### config.mk
export PLATFORM = sky130hd
export DESIGN_NAME = seq_multiplier
export DESIGN_NICKNAME = d
export VERILOG_FILES = /design/src/rtl/calc_pkg.sv /design/src/rtl/twos_abs.sv /design/src/rtl/seq_multiplier.sv
export SDC_FILE = /design/constraint.sdc
export NUM_CORES = 1
export LEC_CHECK = 0
export CAP_MARGIN = 10
export CORE_ASPECT_RATIO = 0.9
export CORE_UTILIZATION = 45
export DETAILED_ROUTE_END_ITERATION = 7
export GPL_TIMING_DRIVEN = 0
export PLACE_DENSITY_LB_ADDON = 0.08
export SETUP_SLACK_MARGIN = 0.2
export SYNTH_ARGS = -nofsm -noshare
export SYNTH_HDL_FRONTEND = slang
export SYNTH_SLANG_ARGS = --single-unit
### constraint.sdc
create_clock -name clk -period 5.1 [get_ports clk]
set_input_delay 1.02 -clock clk [delete_from_list [all_inputs] [get_ports clk]]
set_output_delay 1.02 -clock clk [all_outputs]
set_load 0.01 [all_outputs]
### src/rtl/calc_pkg.sv
// rtl/calc_pkg.sv - shared types and constants for the calculator datapath units
package calc_pkg;

  typedef enum logic [1:0] {
    IDLE = 2'd0,
    CALC = 2'd1,
    DONE = 2'd2
  } mul_state_t;

  typedef enum logic [1:0] {
    OP_ADD = 2'd0,
    OP_SUB = 2'd1,
    OP_MUL = 2'd2,
    OP_DIV = 2'd3
  } calc_op_t;

  localparam logic SIGN_MODE_UNSIGNED = 1'b0;
  localparam logic SIGN_MODE_SIGNED   = 1'b1;

  // Counter must hold the value n itself, not just n-1.
  function automatic int cnt_width(input int n);
    return $clog2(n + 1);
  endfunction

endpackage

### src/rtl/twos_abs.sv
// rtl/twos_abs.sv - combinational conditional two's-complement negate
module twos_abs #(
  parameter int W = 8
) (
  input  logic [W-1:0] value,
  input  logic         negate,
  output logic [W-1:0] result
);

  assign result = negate ? (~value + W'(1)) : value;

endmodule

### src/rtl/seq_multiplier.sv
// rtl/seq_multiplier.sv - radix-2 shift-add multiplier, signed/unsigned, with stall
module seq_multiplier
  import calc_pkg::*;
#(
  parameter int inSize = 8,
  parameter int CNT_W  = cnt_width(inSize)
) (
  input  logic                clk,
  input  logic                rst,
  input  logic                en,
  input  logic                start,
  input  logic                is_signed,
  input  logic [inSize-1:0]   A,
  input  logic [inSize-1:0]   B,
  output logic                ready,
  output logic                busy,
  output logic [2*inSize-1:0] product,
  output logic                valid
);

  localparam int N = inSize;
  localparam logic [CNT_W-1:0] LAST_ITER = CNT_W'(N - 1);

  mul_state_t       state, state_n;
  logic [N-1:0]     mcand, mplier;
  logic [2*N:0]     acc, acc_shift;
  logic [N:0]       upper;
  logic [CNT_W-1:0] cnt;
  logic             res_sign;
  logic [N-1:0]     mag_a, mag_b;
  logic [2*N-1:0]   fixed;

  twos_abs #(.W(N)) u_abs_a (
    .value (A),
    .negate(is_signed & A[N-1]),
    .result(mag_a)
  );

  twos_abs #(.W(N)) u_abs_b (
    .value (B),
    .negate(is_signed & B[N-1]),
    .result(mag_b)
  );

  // Negating a zero magnitude yields zero, so no -0 can appear.
  twos_abs #(.W(2*N)) u_fix (
    .value (acc[2*N-1:0]),
    .negate(res_sign),
    .result(fixed)
  );

  assign upper     = mplier[0] ? (acc[2*N:N] + {1'b0, mcand}) : acc[2*N:N];
  assign acc_shift = {upper, acc[N-1:0]} >> 1;

  always_ff @(posedge clk) begin
    if (rst) begin
      state <= IDLE;
    end else if (en) begin
      state <= state_n;
    end
  end

  always_comb begin
    state_n = state;
    case (state)
      IDLE:    if (start) state_n = CALC;
      CALC:    if (cnt == LAST_ITER) state_n = DONE;
      DONE:    state_n = IDLE;
      default: state_n = IDLE;
    endcase
  end

  always_ff @(posedge clk) begin
    if (rst) begin
      mcand    <= '0;
      mplier   <= '0;
      acc      <= '0;
      cnt      <= '0;
      res_sign <= 1'b0;
      product  <= '0;
      valid    <= 1'b0;
    end else if (en) begin
      valid <= 1'b0;
      case (state)
        IDLE: begin
          if (start) begin
            mcand    <= mag_a;
            mplier   <= mag_b;
            res_sign <= is_signed & (A[N-1] ^ B[N-1]);
            acc      <= '0;
            cnt      <= '0;
          end
        end
        CALC: begin
          acc    <= acc_shift;
          mplier <= mplier >> 1;
          cnt    <= cnt + CNT_W'(1);
        end
        DONE: begin
          product <= fixed;
          valid   <= 1'b1;
        end
        default: ;
      endcase
    end
  end

  assign ready = (state == IDLE);
  assign busy  = ~ready;

endmodule

Word-level counts from Yosys, hierarchy flattened. Index checks and enable logic that the tools add are counted.

Memory bits (read-only): 0. Memories kept: 0. Word-level logic and storage cells: 46. Output and inout bits: 19. Register bits after elaboration: 57. Latch bits: 0. RAM bits: 0.

Shift-type cells: 0. Mux-type cells: 14. Eq/ne operators: 5. $add $sub $neg: 5. Bitwise logic cells: 8. Reduce and logical (&&, ||, !) cells: 6. $lt $le $gt $ge: 0. Div/mod/pow operators: 0. Multipliers: 0.

Operators by type and width (count): $pmux 17 s2 (1); $mux 8 (3); $mux 17 (1); $add 16x1->16 const B (1); $add 8x1->8 const B (2); $mux 16 (1); $not 16->16 (1); $not 8->8 (2); $pmux 8 s2 (1); $add 9x8->9 (1); $mux 9 (1); $reduce_and 3->1 (3); $pmux 4 s2 (1); $add 4x1->4 const B (1); $eq 4x3->1 const B (1); $mux 2 (2); $mux 4 (1); $ne 2x2->1 const B (2); $pmux 2 s2 (1); $and 1x1->1 (3); $eq 2x1->1 const B (1); $eq 2x2->1 const B (1); $logic_not 2->1 (1); $reduce_and 2->1 (1); other kinds (4) (4).

Depth between registers and ports, before layout. Gate-level depths: netlist (run 1).

Depth after elaboration: 5. Mapped depth: 7. Gate-level depth less buffers: 6.

By module. Synthesis (run 1) repeated with hierarchy kept, for this count alone.

Cell total of the unflattened synthesis: 382. Area total of the unflattened synthesis: 3240.6 sq um.

Modules (own cells, without submodules): seq_multiplier (area an instance 2565.0 sq um, cells an instance 293, times used 1); twos_abs at u_abs_a ... (area an instance 171.4 sq um, cells an instance 21, times used 2); twos_abs at u_fix (area an instance 332.8 sq um, cells an instance 47, times used 1).

Least setup slack after synthesis (run 1). Ideal clock, no wire load.

Path kind: input-to-reg. Start point: in en. End point: reg mcand[7]. Required time: 5030 ps. Setup time: 70 ps. Buffers on the path: 2. Setup slack: 2909 ps. Stages on the path: 6. Arrival: 2121 ps. Path through: clkbuf_1 > nor4bb_1 > clkbuf_1 > nand2_1 > a21o_1 > a21oi_1.

Cells in the longest elaborated chain, start to end: 1.

RTL lines: from (decl) (line seq_multiplier.sv:10) `input logic en,`; $reduce_and 3->1 (no source line); to (signal assigned) (line seq_multiplier.sv:87) `mcand <= mag_a;`; to (decl) (line seq_multiplier.sv:25) `logic [N-1:0] mcand, mplier;`.

Every way passes these cells. A chain may end at the register's enable or synchronous reset.

Final worst setup path (run 1).
Start point: reg state[0]. End point: out busy.

Cells in the longest elaborated chain, start to end: 2.

RTL lines: from (decl) (line seq_multiplier.sv:24) `mul_state_t state, state_n;`; from (signal assigned) (line seq_multiplier.sv:59) `state <= state_n;`; $logic_not 2->1 (line seq_multiplier.sv:108) `assign ready = (state == IDLE);`; $not 1->1 (line seq_multiplier.sv:109) `assign busy = ~ready;`; to (decl) (line seq_multiplier.sv:16) `output logic busy,`.

Every way passes these cells.

==> results.yml, run 1 <==
synthesis:
  ys_seq_area_frac: 0.339
  ys_ff_latch: 56
  yosys_warnings: 0
  synth-async-reset-ratio: 0
  synth_top_area_share: 0.339
  synthTopCellsByArea: "dfxtp_1 34%, nor2_1 5.1%, ha_1 4.5%, a21oi_1 3.8%, a22oi_1 3.0%"
  syn_area_mm2: 0.00331
  synthDistinctLibCells: 57
  syn_nets: 435
  syn_avg_cell_area_um2: 8.25
  yosys.area.top_type: "dfxtp_1"
  netlist_instances: 401
  synth_ff_type: "dfxtp_1"
  synth_edf_count: 0
cells_and_area:
  area_growth_pct: 17.2
  utilization: 0.548
  nFillCells: 712
  nets: 479
  final-instance-count-excl-fill: 538
  final_layout_size_suffix_gt1_frac: 0.0539
  mostFrequentLayoutCells: "56 x dfxtp_1, 45 x nor2_1, 37 x clkdlybuf4s50_1"
  n_antenna_cell: 0
  final_common_cell: "dfxtp_1"
die:
  row_count: 29
  fp.dieW_um: 92.4
  die_y_um: 83.3
  num_io_pins: 40
  core_mm2: 0.00708
  die-area_mm2: 0.00770
  initial_core_util: 0.467
power_and_ir_drop:
  ir_worst_vdd_v: 0.000110
  leakage_nw: 1.44
  clkPwrFrac: 0.288
  seq_power_share: 0.562
  power.switching_uw: 219
  p_int_uw: 591
  p_per_area_mw_per_mm2: 209
  switching_share: 0.270
  comb_power_share: 0.150
timing:
  fin_skew_ns: 0.0101
  finalSetupTns_ns: 0
  fmax_mhz: 324
  rsz0062_at_grt: "false"
  relSlewSlack: 0.593
  finalHoldViolCount: 0
  setup_viol: 0
  worst_slack_ns: 2.01
  drv_slew: 0
  period_share: 0.606
  worst_hold_slack_ns: 0.463
  min_period_ns: 3.09
  worst_slew_pin_slew_ns: 0.610
min_path:
  hold_class: "reg -> reg"
global_routing:
  overflow: 0
  grt_pass1_wl_um: 14100
  grt_max_degree: 17
  antenna_found_initial: 0
  grt_pass1_vias: 2801
  grt_usage: 0.229
cts:
  clk_pin_slew_ns: 0.09
  post-cts-setup-buffers: 0
  cts.repair.resized: 0
  cts_buffers: 5
  h-tree-depth: 2
  clk_path_buf_depth: 2
  tritoncts: "built"
  clk_latency_ns: 0.31
  ctsHoldBuffers: 0
  ctsRootBufferMaster: "clkbuf_8"
  cts.sinks: 56
worst_setup_path:
  critPathArrivalTime_ns: 2.07
  critPathRequiredTime_ns: 4.08
  path_class: "reg -> out"
  path_max_fanout: 10
  start_kind: "register"
  end_kind: "output port"
route:
  post-route-drc-count: 0
  avgViaCountPerCell: 5.86
  wirelength_um: 8430
  wl_per_cell_um: 15.7
  ant_nets: 0
  firstDrtPassIters: 4
  drt_iter0_markers: 168
  vias: 3153
place:
  pre_cts_slack_ns: 2.05
  dp_hpwl_um: 6420
  portBuffers: 37
  dpl.cell_count: 531
  place_congestion: 0.827
status:
  status: "completed"
flow_run:
  maxCapViolations: 0
## layer usage
| metal | up-vias | global-route usage | routed length, µm |
|---|---|---|---|
| li1 | 1576 | - | - |
| met1 | 1506 | 0.344 | 4330 |
| met2 | 64 | 0.346 | 3680 |
| met3 | 7 | 0.0311 | 357 |
| met4 | 0 | 0.0497 | 67 |
| met5 | - | 0 | 0 |
## final timing paths
kind,startpoint,end,slack [ns],depth (start not counted)
worst max register to register,acc[8],acc[13],3.09,6
worst min-delay path,mplier[1],mplier[1],0.46,2
worst min register to register,mplier[1],mplier[1],0.46,2
worst max-delay path,state[0],busy,2.01,4
## state kept, by name, summed over array words and instances (netlist names)
register and cells:
acc 16, cnt 4, mcand 8, mplier 8, product 16, res_sign 1
state 2, valid 1
## cells in the mapped netlist (8+ instances only)
cell type	count
nand2_1	18
o21ai_0	13
dfxtp_1	56
nand3_1	13
nand2b_1	8
inv_1	12
clkbuf_1	19
a211oi_1	11
xnor2_1	9
a22oi_1	13
nor3_1	13
xor2_1	8
a31oi_1	8
buf_2	8
ha_1	12
a21oi_1	25
nor2_1	45
## per-stage QoR
| stage | area, µm² | power [mW] |
|---|---|---|
| global placement | 3790 | 0.584 |
| detailed placement | 3790 | 0.585 |
| global route | 3870 | 0.853 |
| floorplan | 3310 | 0.540 |
| CTS | 3870 | 0.816 |
| finish | 3870 | 0.810 |
## power groups by stage
stage / Clock (mW) / Sequential (mW) / Combinational [mW]
2_1_floorplan: 0 / 0.463 / 0.0767
3_3_place_gp: 0 / 0.465 / 0.119
3_5_place_dp: 0 / 0.465 / 0.120
4_1_cts: 0.240 / 0.455 / 0.121
5_1_grt: 0.262 / 0.457 / 0.135
6_report: 0.233 / 0.455 / 0.122
## cells by family (layout without fill, tap and decap cells)
logic type                 count (synthesis)  in the layout  synth area share
and+or+nand+nor                          149            149             0.244
AOI/OAI and AO/OA                        115            115             0.244
DFF                                       56             56             0.339
buffers and inverters                     44             88            0.0552
xor gates and xnor gates                  17             17            0.0450
adders and majority gates                 13             13            0.0515
muxes                                      7              7            0.0212
## area by class of cell
| cell class | instances | area [µm²] | area share |
|---|---|---|---|
| Buffer | 30 | 130 | 0.0336 |
| Clock inverter | 2 | 12.5 | 0.00323 |
| Tap cell | 93 | 116 | 0.0300 |
| Timing Repair Buffer | 37 | 370 | 0.0956 |
| Multi-Input combinational cell | 301 | 2000 | 0.517 |
| Inverter | 14 | 52.6 | 0.0136 |
| Sequential cell | 56 | 1120 | 0.289 |
| Clock buffer | 5 | 68.8 | 0.0178 |
## worst max-delay path: stages (launching register included)
cell	delay (ns)
dfxtp_1	0.35
clkbuf_1	0.33
clkbuf_1	0.37
or2_1	0.18
clkdlybuf4s50_1	0.53
Note: power is estimated with default switching activity, not from simulation.
==> run 2: changes to the inputs <==
==> constraint.sdc (replaced) <==
create_clock -name clk -period 2.5 [get_ports clk]
set_input_delay 0.5 -clock clk [delete_from_list [all_inputs] [get_ports clk]]
set_output_delay 0.5 -clock clk [all_outputs]
set_load 0.01 [all_outputs]
==> run 2 against run 1 <==
  * Die area is the same
  * Count of clock-buffer cells in the layout did not move
  * Non-clock buffer count did not move
  * Wire length rose by 0.27%
  * Sequential power is 100% higher
  * Power is 100% higher
  * Hold slack barely moved
==> results.yml, run 2 (same netlist as run 1, synthesis figures left out) <==
worst_setup_path:
  r2r-start: "acc[8]"
  critPathArrivalTime_ns: 1.71
  critPathRequiredTime_ns: 2.00
  start_kind: "register"
  regToRegEndpoint: "acc[13]"
  crit_start: "state[0]"
  path_max_fanout: 10
  path_class: "reg -> out"
  reg2reg_slack_ns: 0.49
  end_kind: "output port"
  worstRegToRegCells: 6
  critPathCapture: "busy"
cts:
  clk_pin_slew_ns: 0.09
  clk_latency_ns: 0.31
  cts.sinks: 56
  h-tree-depth: 2
  tritoncts: "built"
  post-cts-setup-buffers: 0
  ctsRootBufferMaster: "clkbuf_8"
  cts_buffers: 5
  clk_path_buf_depth: 2
  ctsHoldBuffers: 0
global_routing:
  overflow: 0
  antenna_found_initial: 0
  grt_usage: 0.229
  grt_max_degree: 17
  grt_pass1_wl_um: 14200
  grt_pass1_vias: 2801
timing:
  relSlewSlack: 0.596
  rsz0062_at_grt: "false"
  fin_skew_ns: 0.00933
  drv_slew: 0
  period_share: 0.884
  min_period_ns: 2.21
  finalHoldViolCount: 0
  worst_slew_pin_slew_ns: 0.606
  setup_viol: 0
  fmax_mhz: 452
cells_and_area:
  n_antenna_cell: 0
  top_regs: "acc (16), product (16)"
  final_common_cell: "dfxtp_1"
  mostFrequentLayoutCells: "56 x dfxtp_1, 45 x nor2_1, 36 x clkdlybuf4s50_1"
  nets: 479
  nFillCells: 711
  stdcell_area_mm2: 0.00389
  area_growth_pct: 17.6
  final_layout_size_suffix_gt1_frac: 0.0697
  utilization: 0.549
power_and_ir_drop:
  p_int_mw: 1.21
  clkPwrFrac: 0.288
  seq_power_share: 0.561
  ir_worst_vdd_v: 0.000224
  report.power.total_mw: 1.65
  switching_share: 0.269
  p_per_area_mw_per_mm2: 425
  power.switching_uw: 446
  leakage_nw: 1.46
  comb_power_share: 0.151
die:
  row_count: 29
  die-area_mm2: 0.00770
  die_y_um: 83.3
  num_io_pins: 40
  core_mm2: 0.00708
  fp.dieW_um: 92.4
  initial_core_util: 0.467
route:
  wirelength_um: 8460
  ant_nets: 0
  drt_iter0_markers: 199
  vias: 3150
  post-route-drc-count: 0
  firstDrtPassIters: 5
  avgViaCountPerCell: 5.86
  wl_per_cell_um: 15.7
place:
  placed_cell_area_mm2: 0.00379
  portBuffers: 37
  dp_hpwl_um: 6420
  place_congestion: 0.827
min_path:
  hold_class: "reg -> reg"
status:
  status: "completed"
flow_run:
  maxCapViolations: 0
==> run 2: routing by layer <==
layer	vias up	track usage	part of all wire
met2	69	0.346	0.43
met1	1498	0.345	0.51
met3	7	0.0311	0.046
met5	-	0	0
li1	1576	-	-
met4	0	0.0497	0.0080
==> run 2: worst min path at each step <==
stage / slack, ns / from / cells past startpoint / end
2_1_floorplan: 0.43 / mplier[2] / 2 / mplier[2]
3_3_place_gp: 0.44 / mplier[2] / 2 / mplier[2]
3_5_place_dp: 0.44 / mplier[3] / 2 / mplier[3]
4_1_cts: 0.46 / mplier[3] / 2 / mplier[3]
5_1_grt: 0.48 / mplier[1] / 2 / mplier[1]
6_report: 0.46 / mplier[1] / 2 / mplier[1]
==> run 2: metrics by stage <==
stage	hold slack, ns	setup slack, ns	TNS [ns]	instances
final	0.463	0.289	0	538
after global routing	0.482	0.212	0	538
after CTS	0.462	0.260	0	538
after detailed placement	0.444	-0.0256	-0.0614	531
after global placement	0.443	-0.0122	-0.0122	531
after floorplan	0.432	0.775	0	401
==> run 2: power groups by stage <==
stage / logic (mW) / clock network (mW) / registers, mW
after floorplan: 0.157 / 0 / 0.944
after global placement: 0.242 / 0 / 0.948
after detailed placement: 0.246 / 0 / 0.949
after CTS: 0.248 / 0.490 / 0.928
after global routing: 0.278 / 0.534 / 0.931
final: 0.250 / 0.476 / 0.928
==> run 2: cell type report <==
cell class / instances / area (µm²) / share of cell area
repair buffers: 37 / 369 / 0.0949
plain buffers: 30 / 144 / 0.0370
flip-flops and latches: 56 / 1120 / 0.288
clock inverters: 2 / 12.5 / 0.00322
well taps: 93 / 116 / 0.0299
inverters: 14 / 52.6 / 0.0135
multi-input cells: 301 / 2000 / 0.515
clock buffers: 5 / 68.8 / 0.0177
==> run 2: timing repair <==
action,in CTS,in global routing
hold endpoints to repair,0,0
endpoints found under the setup margin,2,17
pin swaps,0,0
gates resized for setup,5,10
==> run 2: critical path, stage by stage, from the launching register on <==
cell and delay [ns]:
dfxtp_1 0.33, clkbuf_4 0.18, buf_4 0.18, or2_1 0.24, clkdlybuf4s50_1 0.48
==> run 3: changes to the inputs <==
--- a/config.mk
+++ b/config.mk
@@ -5,8 +5,10 @@
 export SDC_FILE = /design/constraint.sdc
 export NUM_CORES = 1
 export LEC_CHECK = 0
+export ABC_CLOCK_PERIOD_IN_PS = 2500
 export CAP_MARGIN = 10
 export CORE_ASPECT_RATIO = 0.9
+export CORE_MARGIN = 2
 export CORE_UTILIZATION = 45
 export DETAILED_ROUTE_END_ITERATION = 7
 export GPL_TIMING_DRIVEN = 0
==> run 3 against run 2 <==
  * Non-clock buffer count is the same
  * Hold slack lost 0.0060 ns
  * Maximum frequency shrank 0.29%
==> results.yml, run 3 (same netlist as run 1, synthesis figures left out) <==
power_and_ir_drop:
  seq_power_share: 0.544
  ir_worst_vdd_v: 0.000248
  power.switching_uw: 459
  p_per_area_mw_per_mm2: 436
  switching_share: 0.269
  p_int_mw: 1.25
  clkPwrFrac: 0.307
  leakage_nw: 1.47
  comb_power_share: 0.148
global_routing:
  grt_pass1_vias: 2860
  antenna_found_initial: 0
  grt_max_degree: 17
  grt_usage: 0.222
  overflow: 0
  grt_pass1_wl_um: 14300
cells_and_area:
  nets: 479
  stdcell_area_mm2: 0.00391
  top_regs: "acc (16), product (16)"
  final_common_cell: "dfxtp_1"
  n_antenna_cell: 0
  area_growth_pct: 18.1
  final-instance-count-excl-fill: 539
  mostFrequentLayoutCells: "56 x dfxtp_1, 45 x nor2_1, 36 x clkdlybuf4s50_1"
  final_layout_size_suffix_gt1_frac: 0.0695
  layout.area.seq_mm2: 0.00112
  multi_input_area_mm2: 0.00200
  nFillCells: 721
die:
  fp.dieW_um: 94.4
  die_y_um: 85.3
  num_io_pins: 40
  die-area_mm2: 0.00805
  initial_core_util: 0.467
  core_mm2: 0.00708
  row_count: 29
cts:
  ctsHoldBuffers: 0
  clk_latency_ns: 0.31
  clk_pin_slew_ns: 0.11
  clk_path_buf_depth: 2
  h-tree-depth: 2
  ctsRootBufferMaster: "clkbuf_8"
  post-cts-setup-buffers: 0
  cts_buffers: 5
  cts.sinks: 56
  tritoncts: "built"
min_path:
  hold_start: "product[0]"
  hold_class: "reg -> reg"
worst_setup_path:
  regToRegEndpoint: "acc[13]"
  worstRegToRegCells: 6
  critPathCapture: "busy"
  critPathArrivalTime_ns: 1.72
  cpPeakStageDelay_ns: 0.48
  reg2reg_slack_ns: 0.50
  crit_start: "state[0]"
  start_kind: "register"
  path_class: "reg -> out"
  cp_cell_sequence: "clkbuf_4 > clkbuf_8 > or2_1 > clkdlybuf4s50_1"
  r2r-start: "acc[8]"
  path_max_fanout: 10
  critPathRequiredTime_ns: 2.00
  end_kind: "output port"
  slowest_stage: "clkdlybuf4s50_1"
route:
  top_layer_used: "met4"
  ant_nets: 0
  avgViaCountPerCell: 5.88
  met1Wirelength_um: 4240
  wirelength_um: 8550
  dr_wl_met2_um: 3770
  post-route-drc-count: 0
  wl_met3_um: 480
  wl_per_cell_um: 15.9
  vias: 3169
  drt_iter0_markers: 179
  firstDrtPassIters: 5
place:
  dpl.cell_count: 531
  dp_hpwl_um: 6460
  portBuffers: 37
  placed_cell_area_mm2: 0.00379
  place_congestion: 0.836
timing:
  fin_skew_ns: 0.0130
  min_period_ns: 2.22
  rsz0062_at_grt: "false"
  worst_slew_pin_slew_ns: 0.617
  drv_slew: 0
  relSlewSlack: 0.589
  period_share: 0.887
  finalHoldViolCount: 0
  fmax_mhz: 451
  setup_viol: 0
flow_run:
  maxCapViolations: 0
status:
  status: "completed"
run 3: changes by cell type in the layout (fill, tap and decap cells not counted), sizes merged:
cell / previous run / this run
clkbuf: 24 / 27
buf: 11 / 10
clkinv: 1 / 0
run 3: how the worst min path moves through the flow:
stage                            end  cells after the start
after CTS                  mplier[1]                      2
after global placement     mplier[3]                      2
after floorplan            mplier[2]                      2
after detailed placement   mplier[1]                      2
after global routing      product[0]                      2
final                     product[0]                      2
run 3: metrics by stage:
step	setup TNS (ns)	hold WS [ns]	utilization	worst slack, ns	power, mW
after global placement	-0.0117	0.442	0.536	-0.0117	1.19
after floorplan	0	0.432	-	0.775	1.10
final	0	0.457	0.552	0.283	1.70
after global routing	0	0.471	0.552	0.216	1.79
after detailed placement	-0.107	0.447	0.536	-0.0625	1.20
after CTS	0	0.461	0.551	0.281	1.71
run 3: power groups by stage:
stage                     clock network, mW  logic [mW]  registers (mW)
final                                 0.524       0.253           0.928
after global routing                  0.582       0.280           0.931
after CTS                             0.536       0.250           0.928
after detailed placement                  0       0.247           0.949
after global placement                    0       0.243           0.948
after floorplan                           0       0.157           0.944
run 3: final cells by class:
class,instances,area share
clock buffer,7,0.0221
buffer,30,0.0384
timing repair buffer,37,0.0945
multi-input combinational,301,0.513
clock inverter,1,0.00192
tap,93,0.0298
sequential,56,0.287
inverter,14,0.0135
run 3: per-layer routing:
| metal | vias up | global-route usage |
|---|---|---|
| met1 | 1500 | 0.338 |
| li1 | 1571 | - |
| met4 | 0 | 0.0474 |
| met5 | - | 0 |
| met2 | 91 | 0.334 |
| met3 | 7 | 0.0302 |
run 3: what timing repair did:
item | 4_1_cts | 5_1_grt
setup endpoints to repair | 2 | 15
endpoints found under the hold margin | 0 | 0
pin swaps | 0 | 0
gates resized for setup | 6 | 9
run 3: worst max-delay path, delay by kind of cell, from the launching register on:
family	cells	cell delay [ns]
DFF	1	0.33
and+or+nand+nor	1	0.24
buffers and inverters	3	0.83
